[config.mk]
export PLATFORM = sky130hd
export DESIGN_NAME = decode_stage
export DESIGN_NICKNAME = d
export VERILOG_FILES = /design/src/rtl/decode_stage.sv
export SDC_FILE = /design/constraint.sdc
export NUM_CORES = 1
export LEC_CHECK = 0
export CELL_PAD_IN_SITES_DETAIL_PLACEMENT = 0
export CELL_PAD_IN_SITES_GLOBAL_PLACEMENT = 2
export CORE_MARGIN = 2
export CORE_UTILIZATION = 26
export CTS_CLUSTER_DIAMETER = 60
export CTS_CLUSTER_SIZE = 10
export DETAILED_ROUTE_END_ITERATION = 10
export GPL_TIMING_DRIVEN = 0
export HOLD_SLACK_MARGIN = 0.02
export PLACE_DENSITY_LB_ADDON = 0.2
export SYNTH_ARGS = -nofsm -noshare
export SYNTH_HDL_FRONTEND = slang
export SYNTH_SLANG_ARGS = --single-unit
[constraint.sdc]
create_clock -name clk -period 5 [get_ports clk]
set_clock_uncertainty 0.1 [all_clocks]
set_input_delay 1 -clock clk [delete_from_list [all_inputs] [get_ports clk]]
set_output_delay 1 -clock clk [all_outputs]
set_load 0.05 [all_outputs]
[src/rtl/decode_stage.sv]
// ID stage: decodes one RV32I(+M) instruction per cycle into the control bundle,
// holds it in the ID/EX register and stalls load-dependent instructions.
module decode_stage #(
  parameter int          XLEN         = 32,
  parameter bit          ENABLE_M     = 1'b0,
  parameter int unsigned LOAD_BUBBLES = 1
) (
  input  logic            clk,
  input  logic            reset,
  input  logic            flush,
  input  logic            in_valid,
  output logic            in_ready,
  input  logic [31:0]     in_instr,
  input  logic [XLEN-1:0] in_pc,
  output logic            out_valid,
  input  logic            out_ready,
  output logic [XLEN-1:0] out_pc,
  output logic [4:0]      out_rd,
  output logic [4:0]      out_rs1,
  output logic [4:0]      out_rs2,
  output logic [6:0]      out_alu_control,
  output logic            out_alu_src,
  output logic [2:0]      out_imm_src,
  output logic [1:0]      out_result_src,
  output logic [3:0]      out_mem_op,
  output logic            out_reg_write,
  output logic            out_jump,
  output logic            out_branch,
  output logic            out_illegal
);

  typedef struct packed {
    logic [4:0] rd;
    logic [4:0] rs1;
    logic [4:0] rs2;
    logic [6:0] alu_control;
    logic       alu_src;
    logic [2:0] imm_src;
    logic [1:0] result_src;
    logic [3:0] mem_op;
    logic       reg_write;
    logic       jump;
    logic       branch;
    logic       illegal;
  } ctrl_t;

  typedef struct packed {
    ctrl_t ctrl;
    logic  use_rs1;
    logic  use_rs2;
  } dec_t;

  localparam logic [1:0] BUBBLES = 2'(LOAD_BUBBLES);

  function automatic dec_t decode(input logic [31:0] instr);
    dec_t       d;
    logic [6:0] opcode;
    logic [2:0] f3;
    logic [6:0] f7;
    logic       bad;
    opcode     = instr[6:0];
    f3         = instr[14:12];
    f7         = instr[31:25];
    d          = '0;
    bad        = 1'b0;
    d.ctrl.rd  = instr[11:7];
    d.ctrl.rs1 = instr[19:15];
    d.ctrl.rs2 = instr[24:20];
    case (opcode)
      7'b0110111: begin // LUI
        d.ctrl.alu_control = 7'd16;
        d.ctrl.alu_src     = 1'b1;
        d.ctrl.imm_src     = 3'd4;
        d.ctrl.reg_write   = 1'b1;
      end
      7'b0010111: begin // AUIPC
        d.ctrl.imm_src    = 3'd4;
        d.ctrl.result_src = 2'd3;
        d.ctrl.reg_write  = 1'b1;
      end
      7'b1101111: begin // JAL
        d.ctrl.imm_src    = 3'd3;
        d.ctrl.result_src = 2'd2;
        d.ctrl.jump       = 1'b1;
        d.ctrl.reg_write  = 1'b1;
      end
      7'b1100111: begin // JALR
        if (f3 == 3'b000) begin
          d.ctrl.alu_src    = 1'b1;
          d.ctrl.result_src = 2'd2;
          d.ctrl.jump       = 1'b1;
          d.ctrl.reg_write  = 1'b1;
          d.use_rs1         = 1'b1;
        end else begin
          bad = 1'b1;
        end
      end
      7'b1100011: begin // BRANCH
        d.ctrl.imm_src = 3'd2;
        d.ctrl.branch  = 1'b1;
        d.use_rs1      = 1'b1;
        d.use_rs2      = 1'b1;
        case (f3)
          3'b000:  d.ctrl.alu_control = 7'd10;
          3'b001:  d.ctrl.alu_control = 7'd11;
          3'b100:  d.ctrl.alu_control = 7'd12;
          3'b101:  d.ctrl.alu_control = 7'd13;
          3'b110:  d.ctrl.alu_control = 7'd14;
          3'b111:  d.ctrl.alu_control = 7'd15;
          default: bad = 1'b1;
        endcase
      end
      7'b0000011: begin // LOAD
        d.ctrl.alu_src    = 1'b1;
        d.ctrl.result_src = 2'd1;
        d.ctrl.reg_write  = 1'b1;
        d.use_rs1         = 1'b1;
        case (f3)
          3'b000:  d.ctrl.mem_op = 4'd6;
          3'b001:  d.ctrl.mem_op = 4'd5;
          3'b010:  d.ctrl.mem_op = 4'd4;
          3'b100:  d.ctrl.mem_op = 4'd7;
          3'b101:  d.ctrl.mem_op = 4'd8;
          default: bad = 1'b1;
        endcase
      end
      7'b0100011: begin // STORE
        d.ctrl.alu_src = 1'b1;
        d.ctrl.imm_src = 3'd1;
        d.use_rs1      = 1'b1;
        d.use_rs2      = 1'b1;
        case (f3)
          3'b000:  d.ctrl.mem_op = 4'd3;
          3'b001:  d.ctrl.mem_op = 4'd2;
          3'b010:  d.ctrl.mem_op = 4'd1;
          default: bad = 1'b1;
        endcase
      end
      7'b0010011: begin // OP-IMM; shift-immediates need a clean funct7
        d.ctrl.alu_src   = 1'b1;
        d.ctrl.reg_write = 1'b1;
        d.use_rs1        = 1'b1;
        case (f3)
          3'b000: d.ctrl.alu_control = 7'd0;
          3'b010: d.ctrl.alu_control = 7'd5;
          3'b011: d.ctrl.alu_control = 7'd7;
          3'b100: d.ctrl.alu_control = 7'd4;
          3'b110: d.ctrl.alu_control = 7'd3;
          3'b111: d.ctrl.alu_control = 7'd2;
          3'b001: begin
            if (f7 == 7'b0000000) d.ctrl.alu_control = 7'd6;
            else                  bad = 1'b1;
          end
          3'b101: begin
            if (f7 == 7'b0000000)      d.ctrl.alu_control = 7'd8;
            else if (f7 == 7'b0100000) d.ctrl.alu_control = 7'd9;
            else                       bad = 1'b1;
          end
          default: bad = 1'b1;
        endcase
      end
      7'b0110011: begin // OP
        d.ctrl.reg_write = 1'b1;
        d.use_rs1        = 1'b1;
        d.use_rs2        = 1'b1;
        if (f7 == 7'b0000000) begin
          case (f3)
            3'b000:  d.ctrl.alu_control = 7'd0;
            3'b001:  d.ctrl.alu_control = 7'd6;
            3'b010:  d.ctrl.alu_control = 7'd5;
            3'b011:  d.ctrl.alu_control = 7'd7;
            3'b100:  d.ctrl.alu_control = 7'd4;
            3'b101:  d.ctrl.alu_control = 7'd8;
            3'b110:  d.ctrl.alu_control = 7'd3;
            3'b111:  d.ctrl.alu_control = 7'd2;
            default: bad = 1'b1;
          endcase
        end else if (f7 == 7'b0100000) begin
          case (f3)
            3'b000:  d.ctrl.alu_control = 7'd1;
            3'b101:  d.ctrl.alu_control = 7'd9;
            default: bad = 1'b1;
          endcase
        end else if ((f7 == 7'b0000001) && ENABLE_M) begin
          d.ctrl.alu_control = 7'd17 + {4'd0, f3};
        end else begin
          bad = 1'b1;
        end
      end
      default: bad = 1'b1;
    endcase
    if (bad) begin
      d              = '0;
      d.ctrl.illegal = 1'b1;
    end
    return d;
  endfunction

  dec_t            dec;
  logic            hazard_stall;
  logic            accept;
  logic            load_consumed;

  logic            out_valid_d, out_valid_q;
  ctrl_t           bundle_d, bundle_q;
  logic [XLEN-1:0] pc_d, pc_q;
  logic [1:0]      cnt_d, cnt_q;
  logic [4:0]      haz_rd_d, haz_rd_q;

  assign dec = decode(in_instr);

  assign hazard_stall = (cnt_q != 2'd0) && in_valid &&
                        ((dec.use_rs1 && (dec.ctrl.rs1 == haz_rd_q)) ||
                         (dec.use_rs2 && (dec.ctrl.rs2 == haz_rd_q)));

  assign in_ready      = (~out_valid_q | out_ready) & ~hazard_stall & ~flush;
  assign accept        = in_valid & in_ready;
  assign load_consumed = out_valid_q && out_ready &&
                         (bundle_q.mem_op >= 4'd4) && (bundle_q.mem_op <= 4'd8) &&
                         (bundle_q.rd != 5'd0);

  // Next-state for the ID/EX register and the load-use counter; flush wins over everything.
  always_comb begin
    out_valid_d = out_valid_q;
    bundle_d    = bundle_q;
    pc_d        = pc_q;
    cnt_d       = cnt_q;
    haz_rd_d    = haz_rd_q;
    if (flush) begin
      out_valid_d = 1'b0;
      cnt_d       = 2'd0;
    end else begin
      if (accept) begin
        out_valid_d = 1'b1;
        bundle_d    = dec.ctrl;
        pc_d        = in_pc;
      end else if (out_ready) begin
        out_valid_d = 1'b0;
      end else begin
        out_valid_d = out_valid_q;
      end
      if (load_consumed) begin
        cnt_d    = BUBBLES;
        haz_rd_d = bundle_q.rd;
      end else if (cnt_q != 2'd0) begin
        cnt_d = cnt_q - 2'd1;
      end else begin
        cnt_d = cnt_q;
      end
    end
  end

  // State registers with synchronous reset.
  always_ff @(posedge clk) begin
    if (reset) begin
      out_valid_q <= 1'b0;
      bundle_q    <= '0;
      pc_q        <= '0;
      cnt_q       <= 2'd0;
      haz_rd_q    <= 5'd0;
    end else begin
      out_valid_q <= out_valid_d;
      bundle_q    <= bundle_d;
      pc_q        <= pc_d;
      cnt_q       <= cnt_d;
      haz_rd_q    <= haz_rd_d;
    end
  end

  assign out_valid       = out_valid_q;
  assign out_pc          = pc_q;
  assign out_rd          = bundle_q.rd;
  assign out_rs1         = bundle_q.rs1;
  assign out_rs2         = bundle_q.rs2;
  assign out_alu_control = bundle_q.alu_control;
  assign out_alu_src     = bundle_q.alu_src;
  assign out_imm_src     = bundle_q.imm_src;
  assign out_result_src  = bundle_q.result_src;
  assign out_mem_op      = bundle_q.mem_op;
  assign out_reg_write   = bundle_q.reg_write;
  assign out_jump        = bundle_q.jump;
  assign out_branch      = bundle_q.branch;
  assign out_illegal     = bundle_q.illegal;

endmodule

==> impl_metrics.py, run 1 <==
metrics = {
    "status": {
        "status": "finished clean",
    },
    "route": {
        "drt-total-wl_um": 11660,
        "drc": 0,
        "antenna_left": 0,
        "dr.pass1.iters": 4,
        "drt_iter0_markers": 166,
        "wl_per_cell_um": 15.48,
        "vias": 3510,
        "viasPerCell": 4.661,
    },
    "grt": {
        "grt_pass1_wl_um": 18230,
        "grt_pass1_vias": 3431,
        "grt_overflow": 0,
        "antenna_found_initial": 0,
        "grt_max_degree": 13,
        "grtUsageTotal_pct": 16.25,
    },
    "clock_network": {
        "post_cts_resized": 2,
        "cts-htree-levels": 3,
        "clockBufferDepth": 2,
        "clock_latency_ns": 0.34,
        "cts_buffers": 9,
        "cts_setup_buffers": 0,
        "hold_buffers": 0,
        "cts_tree": "yes",
        "cts-root-buf": "clkbuf_16",
        "cts_sinks": 74,
        "clk_pin_slew_ns": 0.05,
    },
    "flow_run": {
        "maxCapViolCount": 0,
    },
    "worst_setup_path": {
        "crit_chain": "clkdlybuf4s50_1, nand4bb_4, or3_4, or3_1, nand4_2, nor2_1, a31oi_1, dlygate4sd2_1",
        "worstPathMaxFanout": 5,
        "crit_slowest_cell": "dlygate4sd2_1",
        "cpPeakStageDelay_ns": 0.58,
        "crit_buf_inv": 2,
        "crit_type": "input port to primary output",
        "worstSetupEndpointType": "primary output",
        "cpLargestDelayFamily": "simple AND/OR/NAND/NOR gates",
        "worst_setup_path_start_kind": "input port",
        "cp_data_arrival_time_ns": 3.63,
        "cp.required_ns": 3.90,
    },
    "hold_path": {
        "hold_path_class": "flop to flop",
    },
    "sta": {
        "rsz0062_at_grt": "no",
        "relSlewSlack_pct": 40.15,
        "worst_pin_slew_ns": 0.8909,
        "slew_violations": 0,
        "whs_ns": 0.3498,
        "fin_crit_sh_pct": 94.52,
        "min_period_ns": 4.726,
        "fin_setup_tns_ns": 0,
        "setup_violations": 0,
        "max_freq_mhz": 211.6,
        "hold_violations": 0,
    },
    "layout": {
        "nets": 642,
        "layout-drive-gt1-share_pct": 12.13,
        "num-fill-cells": 1374,
        "syn2layout_area_growth_pct": 54.30,
        "antenna_cells": 0,
    },
    "synth": {
        "yosys_warnings": 0,
        "yosysMostFrequentCell": "nand2_1",
        "synth_ff_type": "dfxtp_1",
        "ys_ff_latch": 74,
        "ys_async_sr_fraction_pct": 0,
        "netlist_instances": 425,
        "seq_area_frac_synth_pct": 41.69,
        "avgSynthCellArea_um2": 8.361,
        "synth_top_area_share_pct": 41.69,
        "synth_area_um2": 3553,
        "synth_cell_types": 58,
        "netlist_top_cells_area": "dfxtp_1 42%, nand2_1 8.0%, a21oi_1 6.3%, nor2_1 5.8%, a22oi_1 3.6%",
        "synth.largest_area_cell": "dfxtp_1",
        "synth_common_cells": "76 x nand2_1, 74 x dfxtp_1, 55 x nor2_1",
        "synth-edff-count": 0,
    },
    "placement": {
        "place_hpwl_um": 8946,
        "port_buffers": 135,
        "place_congestion": 0.7917,
    },
    "floorplanning": {
        "start_util_pct": 26.73,
        "ioPinCount": 139,
        "core_um2": 13300,
        "die_w_um": 120.9,
        "fp-row-count": 42,
        "die-area_um2": 14620,
        "die-height_um": 120.9,
    },
    "pwr": {
        "power.density_nw_per_um2": 320.8,
        "p_leak_uw": 0.001940,
        "ir_worst_vdd_uv": 245.5,
    },
}
==> report_power, final <==
part	switching, uW	internal, uW	leakage (uW)
combinational	222	146	0.00117
clock	247	515	0.000169
sequential	13.7	616	0.000603
==> final cells by class <==
cell class / instances / area (um2) / share of cell area (%)
flip-flops and latches: 74 / 1481 / 27.02
repair buffers: 135 / 1350 / 24.62
plain buffers: 29 / 221.5 / 4.039
clock inverters: 4 / 97.59 / 1.780
well taps: 176 / 220.2 / 4.016
clock buffers: 12 / 256.5 / 4.678
multi-input cells: 320 / 1844 / 33.64
inverters: 3 / 11.26 / 0.2054
==> layout by cell type, fill, tap and decap left out, types with 3 or more instances in the layout <==
master,n
clkbuf_1,9
a21oi_2,10
nor3_1,8
xnor2_1,5
buf_4,4
clkdlybuf4s50_1,134
xor2_1,9
clkbuf_8,5
a211oi_1,6
mux2i_1,8
nand2b_1,4
nand4_1,3
nand3_1,8
a22oi_1,17
dfxtp_1,74
buf_6,8
inv_1,3
nand2_2,8
buf_2,6
or4_1,4
bufinv_16,3
o21ai_0,9
a21oi_1,45
nor2_1,55
nand2_1,76
clkbuf_16,9
a31oi_1,3
or3_1,3
==> final timing paths <==
check | from | endpoint | slack [ns] | cells after the start
worst min-delay path | out_pc[1] | out_pc[1] | 0.35 | 2
worst max register to register | cnt_q[0] | out_mem_op[1] | 2.08 | 10
worst max-delay path | in_instr[0] | in_ready | 0.27 | 8
worst min register to register | out_pc[1] | out_pc[1] | 0.35 | 2
==> registers in the layout, indices dropped and copies added (netlist names) <==
signal           count
out_pc              32
haz_rd_q             5
out_alu_control      5
out_rd               5
out_rs1              5
out_rs2              5
out_mem_op           4
out_imm_src          3
cnt_q                2
out_result_src       2
out_alu_src          1
out_branch           1
out_illegal          1
out_jump             1
out_reg_write        1
out_valid            1
==> kinds of logic after synthesis <==
| kind of cell | count (synthesis) | synth area share, % |
|---|---|---|
| buf+inv | 32 | 6.549 |
| compound gates | 107 | 20.32 |
| fa+ha+maj | 1 | 0.3521 |
| xor+xnor | 14 | 3.451 |
| other cells | 1 | 0.1055 |
| flops | 74 | 41.69 |
| simple gates | 188 | 25.28 |
| mux | 8 | 2.254 |
==> worst register-to-register path, cell delays in order (launching register included) <==
cell and delay [ns]:
dfxtp_1 0.32, inv_1 0.06, ha_1 0.25, a21oi_1 0.09, nand4_1 0.15, o21ai_2 0.10
nor2_2 0.31, nor3b_2 0.62, clkbuf_1 0.48, nand4b_1 0.21, a21oi_1 0.16
==> routing by layer <==
layer	track usage [%]	wire, um	up-vias
li1	-	-	1770
met3	5.451	879	17
met2	25.32	5438	123
met5	0	0	-
met4	6.250	208	0
met1	20.73	5133	1600
==> through the flow <==
| stage | power [uW] | instance area [um2] | utilization, % | setup slack, ns | cells |
|---|---|---|---|---|---|
| floorplan | 861.1 | 3557 | - | 0.8088 | 426 |
| global placement | 1010 | 5129 | 38.58 | -0.09866 | 737 |
| detailed placement | 1013 | 5129 | 38.58 | -0.08711 | 737 |
| CTS | 1786 | 5483 | 41.24 | 0.2823 | 753 |
| global route | 1829 | 5483 | 41.24 | 0.1223 | 753 |
| finish | 1759 | 5483 | 41.24 | 0.2742 | 753 |
No activity file was read; power rests on OpenSTA's default activity.
==> inputs of run 2 (changes only) <==
--- a/config.mk
+++ b/config.mk
@@ -7,7 +7,6 @@
 export LEC_CHECK = 0
 export CELL_PAD_IN_SITES_DETAIL_PLACEMENT = 0
 export CELL_PAD_IN_SITES_GLOBAL_PLACEMENT = 2
-export CORE_MARGIN = 2
 export CORE_UTILIZATION = 26
 export CTS_CLUSTER_DIAMETER = 60
 export CTS_CLUSTER_SIZE = 10
==> run 2 against run 1 <==
First-iteration DRC count down 20%. Global-route usage up 0.84 points. Largest power group is now registers. Maximum frequency about the same. Final cell count unchanged. Total power down 8.7%. Clock power down 20%. Sequential cell count unchanged. Design area down 1.3%. Critical path depth unchanged.
==> impl_metrics.py, run 2 (synthesized netlist as in run 1, its figures left out) <==
metrics = {
    "sta": {
        "finalWorstSetupSlack_ns": 0.2732,
        "worst_pin_slew_ns": 0.8619,
        "max_freq_mhz": 211.6,
        "setup_violations": 0,
        "relSlewSlack_pct": 42.10,
        "hold_violations": 0,
        "min_period_ns": 4.727,
        "rsz0062_at_grt": "no",
        "slew_violations": 0,
        "fin_crit_sh_pct": 94.54,
    },
    "grt": {
        "grt_pass1_vias": 3459,
        "grt_overflow": 0,
        "antenna_found_initial": 0,
        "grt_max_degree": 14,
        "grtUsageTotal_pct": 17.09,
        "grt_pass1_wl_um": 18600,
    },
    "route": {
        "viasPerCell": 4.659,
        "wl_per_cell_um": 15.39,
        "drt-total-wl_um": 11590,
        "drc": 0,
        "drt_iter0_markers": 133,
        "antenna_left": 0,
        "dr.pass1.iters": 4,
        "vias": 3508,
    },
    "layout": {
        "register_area_um2": 1481,
        "syn2layout_area_growth_pct": 52.22,
        "layout-drive-gt1-share_pct": 12.13,
        "multi_input_area_um2": 1844,
        "antenna_cells": 0,
        "num-fill-cells": 1391,
        "layout_common_cells": "134 x clkdlybuf4s50_1, 76 x nand2_1, 74 x dfxtp_1, 55 x nor2_1, 45 x a21oi_1",
        "utilization_pct": 40.68,
        "nets": 642,
        "largest_reg_flops": 32,
        "final_common_cell": "clkdlybuf4s50_1",
    },
    "worst_setup_path": {
        "worstSetupEndpointType": "primary output",
        "cpPeakStageDelay_ns": 0.57,
        "crit_chain": "clkdlybuf4s50_1, nand4bb_4, or3_4, or3_1, nand4_2, nor2_1, a31oi_1, dlygate4sd2_1",
        "cp_data_arrival_time_ns": 3.63,
        "worstPathMaxFanout": 5,
        "cp.required_ns": 3.90,
        "worst_setup_path_start_kind": "input port",
        "crit_type": "input port to primary output",
        "crit_slowest_cell": "clkdlybuf4s50_1",
    },
    "clock_network": {
        "cts-htree-levels": 3,
        "cts-root-buf": "clkbuf_16",
        "cts_sinks": 74,
        "hold_buffers": 0,
        "clk_pin_slew_ns": 0.06,
        "cts_buffers": 9,
        "clockBufferDepth": 2,
        "post_cts_resized": 2,
        "cts_setup_buffers": 0,
        "clock_latency_ns": 0.33,
        "cts_tree": "yes",
    },
    "hold_path": {
        "hold_path_class": "flop to flop",
    },
    "floorplanning": {
        "die_w_um": 118.9,
        "ioPinCount": 139,
        "die-height_um": 118.9,
        "die-area_um2": 14140,
        "fp-row-count": 42,
        "core_um2": 13300,
        "start_util_pct": 26.73,
    },
    "pwr": {
        "power.total_uw": 1605,
        "power.density_nw_per_um2": 296.7,
        "ir_worst_vdd_uv": 225.0,
        "p_leak_uw": 0.001904,
    },
    "status": {
        "status": "finished clean",
    },
    "placement": {
        "preCtsSetupSlack_ns": -0.08287,
        "place_congestion": 0.7943,
        "port_buffers": 135,
        "place_hpwl_um": 8869,
    },
    "flow_run": {
        "maxCapViolCount": 0,
    },
}
-- run 2: cell count changes in the layout (fill, tap and decap cells not counted) --
cell        previous run  this run
clkinv_2               0         1
clkinv_4               0         1
clkinvlp_4             1         2
bufinv_16              3         0
inv_6                  0         1
clkbuf_8               5         4
-- run 2: layout make-up --
cell class | instances | area share [%]
inverters | 3 | 0.2082
plain buffers | 29 | 4.094
repair buffers | 135 | 24.96
flip-flops and latches | 74 | 27.39
well taps | 176 | 4.071
clock inverters | 5 | 0.6940
clock buffers | 11 | 4.488
multi-input cells | 320 | 34.10
-- run 2: routing by layer --
layer	routed length, um	global-route usage [%]	up-vias
li1	-	-	1772
met1	5439	21.96	1619
met2	5291	27.27	102
met3	679	4.598	15
met4	180	6.408	0
met5	0	0	-
-- run 2: power breakdown --
part	switching [uW]	internal, uW
clock	257	351
combinational	221	146
sequential	14.1	616
-- run 2: critical path: cells and delay by family --
kind                   cells  cell delay (ns)
AO/OA/AOI/OAI              1             0.20
buffers and inverters      2             1.14
AND/OR/NAND/NOR            5             1.29
-- run 2: final timing paths --
check	start	to	slack (ns)	depth (start not counted)
hold reg to reg	out_alu_control[2]	out_alu_control[2]	0.35	2
setup reg to reg	cnt_q[0]	out_mem_op[1]	2.08	10
setup / recovery	in_instr[1]	in_ready	0.27	8
hold / removal	out_alu_control[2]	out_alu_control[2]	0.35	2
-- run 2: through the flow --
step | hold WS (ns) | instance area [um2] | cells | setup TNS (ns)
global route | 0.3710 | 5409 | 753 | 0
global placement | 0.3407 | 5129 | 737 | -0.1024
finish | 0.3483 | 5409 | 753 | 0
floorplan | 0.3926 | 3557 | 426 | 0
detailed placement | 0.3429 | 5129 | 737 | -0.08287
CTS | 0.3514 | 5409 | 753 | 0
==> inputs of run 3 (changes only) <==
--- a/config.mk
+++ b/config.mk
@@ -7,13 +7,16 @@
 export LEC_CHECK = 0
 export CELL_PAD_IN_SITES_DETAIL_PLACEMENT = 0
 export CELL_PAD_IN_SITES_GLOBAL_PLACEMENT = 2
-export CORE_UTILIZATION = 26
+export CORE_ASPECT_RATIO = 1.4
+export CORE_UTILIZATION = 38
 export CTS_CLUSTER_DIAMETER = 60
 export CTS_CLUSTER_SIZE = 10
 export DETAILED_ROUTE_END_ITERATION = 10
+export DONT_BUFFER_PORTS = 1
 export GPL_TIMING_DRIVEN = 0
 export HOLD_SLACK_MARGIN = 0.02
 export PLACE_DENSITY_LB_ADDON = 0.2
+export RECOVER_POWER = 25
 export SYNTH_ARGS = -nofsm -noshare
 export SYNTH_HDL_FRONTEND = slang
 export SYNTH_SLANG_ARGS = --single-unit
==> run 3 against run 2 <==
Via count down 13%. Global-route usage is 3.5 points higher. Setup slack improved by 0.13 ns. Maximum frequency grew 2.8%. Non-clock buffer count is 135 lower. Final cell count shrank 27%. Largest cell class unchanged.
==> impl_metrics.py, run 3 (synthesized netlist as in run 1, its figures left out) <==
metrics = {
    "grt": {
        "use_met1_pct": 21.80,
        "grt_overflow": 0,
        "grtUsageTotal_pct": 20.55,
        "busiest_layer": "met2",
        "use_met2_pct": 37.29,
        "grt_pass1_vias": 3028,
        "grt_pass1_wl_um": 15520,
        "antenna_found_initial": 0,
        "grt_util_met3_pct": 8.551,
        "grt_max_degree": 13,
    },
    "worst_setup_path": {
        "worstSetupEndpointType": "primary output",
        "cp.required_ns": 3.90,
        "cp_data_arrival_time_ns": 3.50,
        "cpLargestDelayFamily": "compound AO/OA/AOI/OAI gates",
        "crit_chain": "buf_2, o21ai_0, a2111oi_0, or2_2, nor2_1, a31oi_1",
        "rrSetupSlack_ns": 1.92,
        "endpoint": "in_ready",
        "worstPathMaxFanout": 10,
        "crit_cells": 6,
        "crit_buf_inv": 1,
        "reg2reg_from": "out_valid",
        "crit_type": "input port to primary output",
        "cpPeakStageDelay_ns": 0.99,
        "r2r_end": "out_mem_op[1]",
        "worst_setup_path_start_kind": "input port",
        "crit_slowest_cell": "a31oi_1",
        "reg2regPathDepth": 8,
        "critPathLaunch": "in_instr[13]",
    },
    "floorplanning": {
        "core_um2": 9029,
        "start_util_pct": 39.36,
        "die-area_um2": 9747,
        "die_w_um": 83.73,
        "ioPinCount": 139,
        "fp-row-count": 41,
        "die-height_um": 116.4,
    },
    "clock_network": {
        "cts_tree": "yes",
        "cts_buffers": 9,
        "cts_setup_buffers": 0,
        "post_cts_resized": 0,
        "cts-htree-levels": 3,
        "clock_latency_ns": 0.33,
        "clk_pin_slew_ns": 0.06,
        "cts_sinks": 74,
        "cts-root-buf": "clkbuf_16",
        "hold_buffers": 0,
        "clockBufferDepth": 2,
    },
    "sta": {
        "whs_ns": 0.4275,
        "worst_pin_slew_ns": 1.215,
        "fin_crit_sh_pct": 91.93,
        "rsz0062_at_grt": "no",
        "hold_violations": 0,
        "relSlewSlack_pct": 18.61,
        "slew_violations": 0,
        "setup_violations": 0,
        "min_period_ns": 4.597,
        "fin_setup_tns_ns": 0,
        "max_freq_mhz": 217.6,
    },
    "pwr": {
        "ir_worst_vdd_uv": 194.7,
        "p_leak_uw": 0.001399,
        "power.density_nw_per_um2": 370.6,
    },
    "route": {
        "drt-total-wl_um": 9813,
        "dr.pass1.iters": 5,
        "antenna_left": 0,
        "drt_iter0_markers": 103,
        "drc": 0,
        "vias": 3047,
        "viasPerCell": 5.560,
        "wl_per_cell_um": 17.91,
    },
    "flow_run": {
        "maxCapViolCount": 0,
    },
    "layout": {
        "antenna_cells": 0,
        "layout-drive-gt1-share_pct": 15.65,
        "largest_reg_flops": 32,
        "layout_common_cells": "76 x nand2_1, 74 x dfxtp_1, 55 x nor2_1, 45 x a21oi_1, 17 x a22oi_1",
        "syn2layout_area_growth_pct": 11.20,
        "final_area_um2": 3951,
        "num-fill-cells": 945,
        "final_common_cell": "nand2_1",
        "nets": 507,
    },
    "placement": {
        "port_buffers": 0,
        "place_area_um2": 3691,
        "place_hpwl_um": 7540,
        "place_congestion": 0.8173,
    },
    "status": {
        "status": "finished clean",
    },
    "hold_path": {
        "hold_path_class": "flop to flop",
    },
}
-- run 3: cell count changes in the layout (fill, tap and decap cells not counted) --
| cell | delta |
|---|---|
| a2111oi_0 | +1 |
| a2111oi_1 | -1 |
| clkbuf_8 | -1 |
| clkdlybuf4s50_1 | -134 |
| clkinv_2 | +2 |
| clkinv_4 | -1 |
| clkinvlp_4 | -1 |
| dlygate4sd2_1 | -1 |
-- run 3: worst min-delay path by stage --
stage | start | endpoint | slack, ns | cells after the start
after global routing | cnt_q[1] | cnt_q[1] | 0.45 | 2
final | cnt_q[1] | cnt_q[1] | 0.43 | 2
after global placement | cnt_q[1] | cnt_q[1] | 0.40 | 2
after floorplan | cnt_q[1] | cnt_q[1] | 0.39 | 2
after CTS | cnt_q[1] | cnt_q[1] | 0.43 | 2
after detailed placement | cnt_q[1] | cnt_q[1] | 0.42 | 2
-- run 3: layout make-up --
cell class                 instances  area (um2)  share of cell area, %
buffer                            29       221.5                  5.605
clock buffer                      10       229.0                  5.795
clock inverter                     5       31.28                 0.7916
inverter                           3       11.26                 0.2850
multi-input combinational        320        1843                  46.64
sequential                        74        1481                  37.49
tap                              107       133.9                  3.388
-- run 3: report_power, final --
| part | leakage (uW) | total [uW] | switching (uW) | internal [uW] |
|---|---|---|---|---|
| clock | 0.000128 | 579 | 247 | 332 |
| sequential | 0.000603 | 722 | 106 | 616 |
| combinational | 0.000667 | 163 | 103 | 60.3 |
| total | 0.00140 | 1460 | 456 | 1010 |
-- run 3: metal layers --
metal / part of all wire [%] / routed length, um / vias to the layer above
li1: - / - / 1495
met1: 39 / 3800 / 1427
met2: 52 / 5073 / 109
met3: 8.0 / 781 / 16
met4: 1.6 / 158 / 0
met5: 0 / 0 / -
-- run 3: worst reg2reg max path, delay by kind of cell (launching register included) --
family / cells / cell delay [ns]
buf+inv: 1 / 0.47
simple gates: 5 / 1.69
flops: 1 / 0.48
compound gates: 2 / 0.28
-- run 3: per-stage QoR --
| step | std cells | power, uW | setup slack [ns] | util [%] |
|---|---|---|---|---|
| finish | 548 | 1464 | 0.4034 | 43.76 |
| detailed placement | 533 | 900.6 | 0.5157 | 40.88 |
| CTS | 548 | 1480 | 0.5089 | 43.76 |
| floorplan | 426 | 861.1 | 0.8088 | - |
| global placement | 533 | 898.5 | 0.5425 | 40.88 |
| global route | 548 | 1527 | 0.3986 | 43.76 |
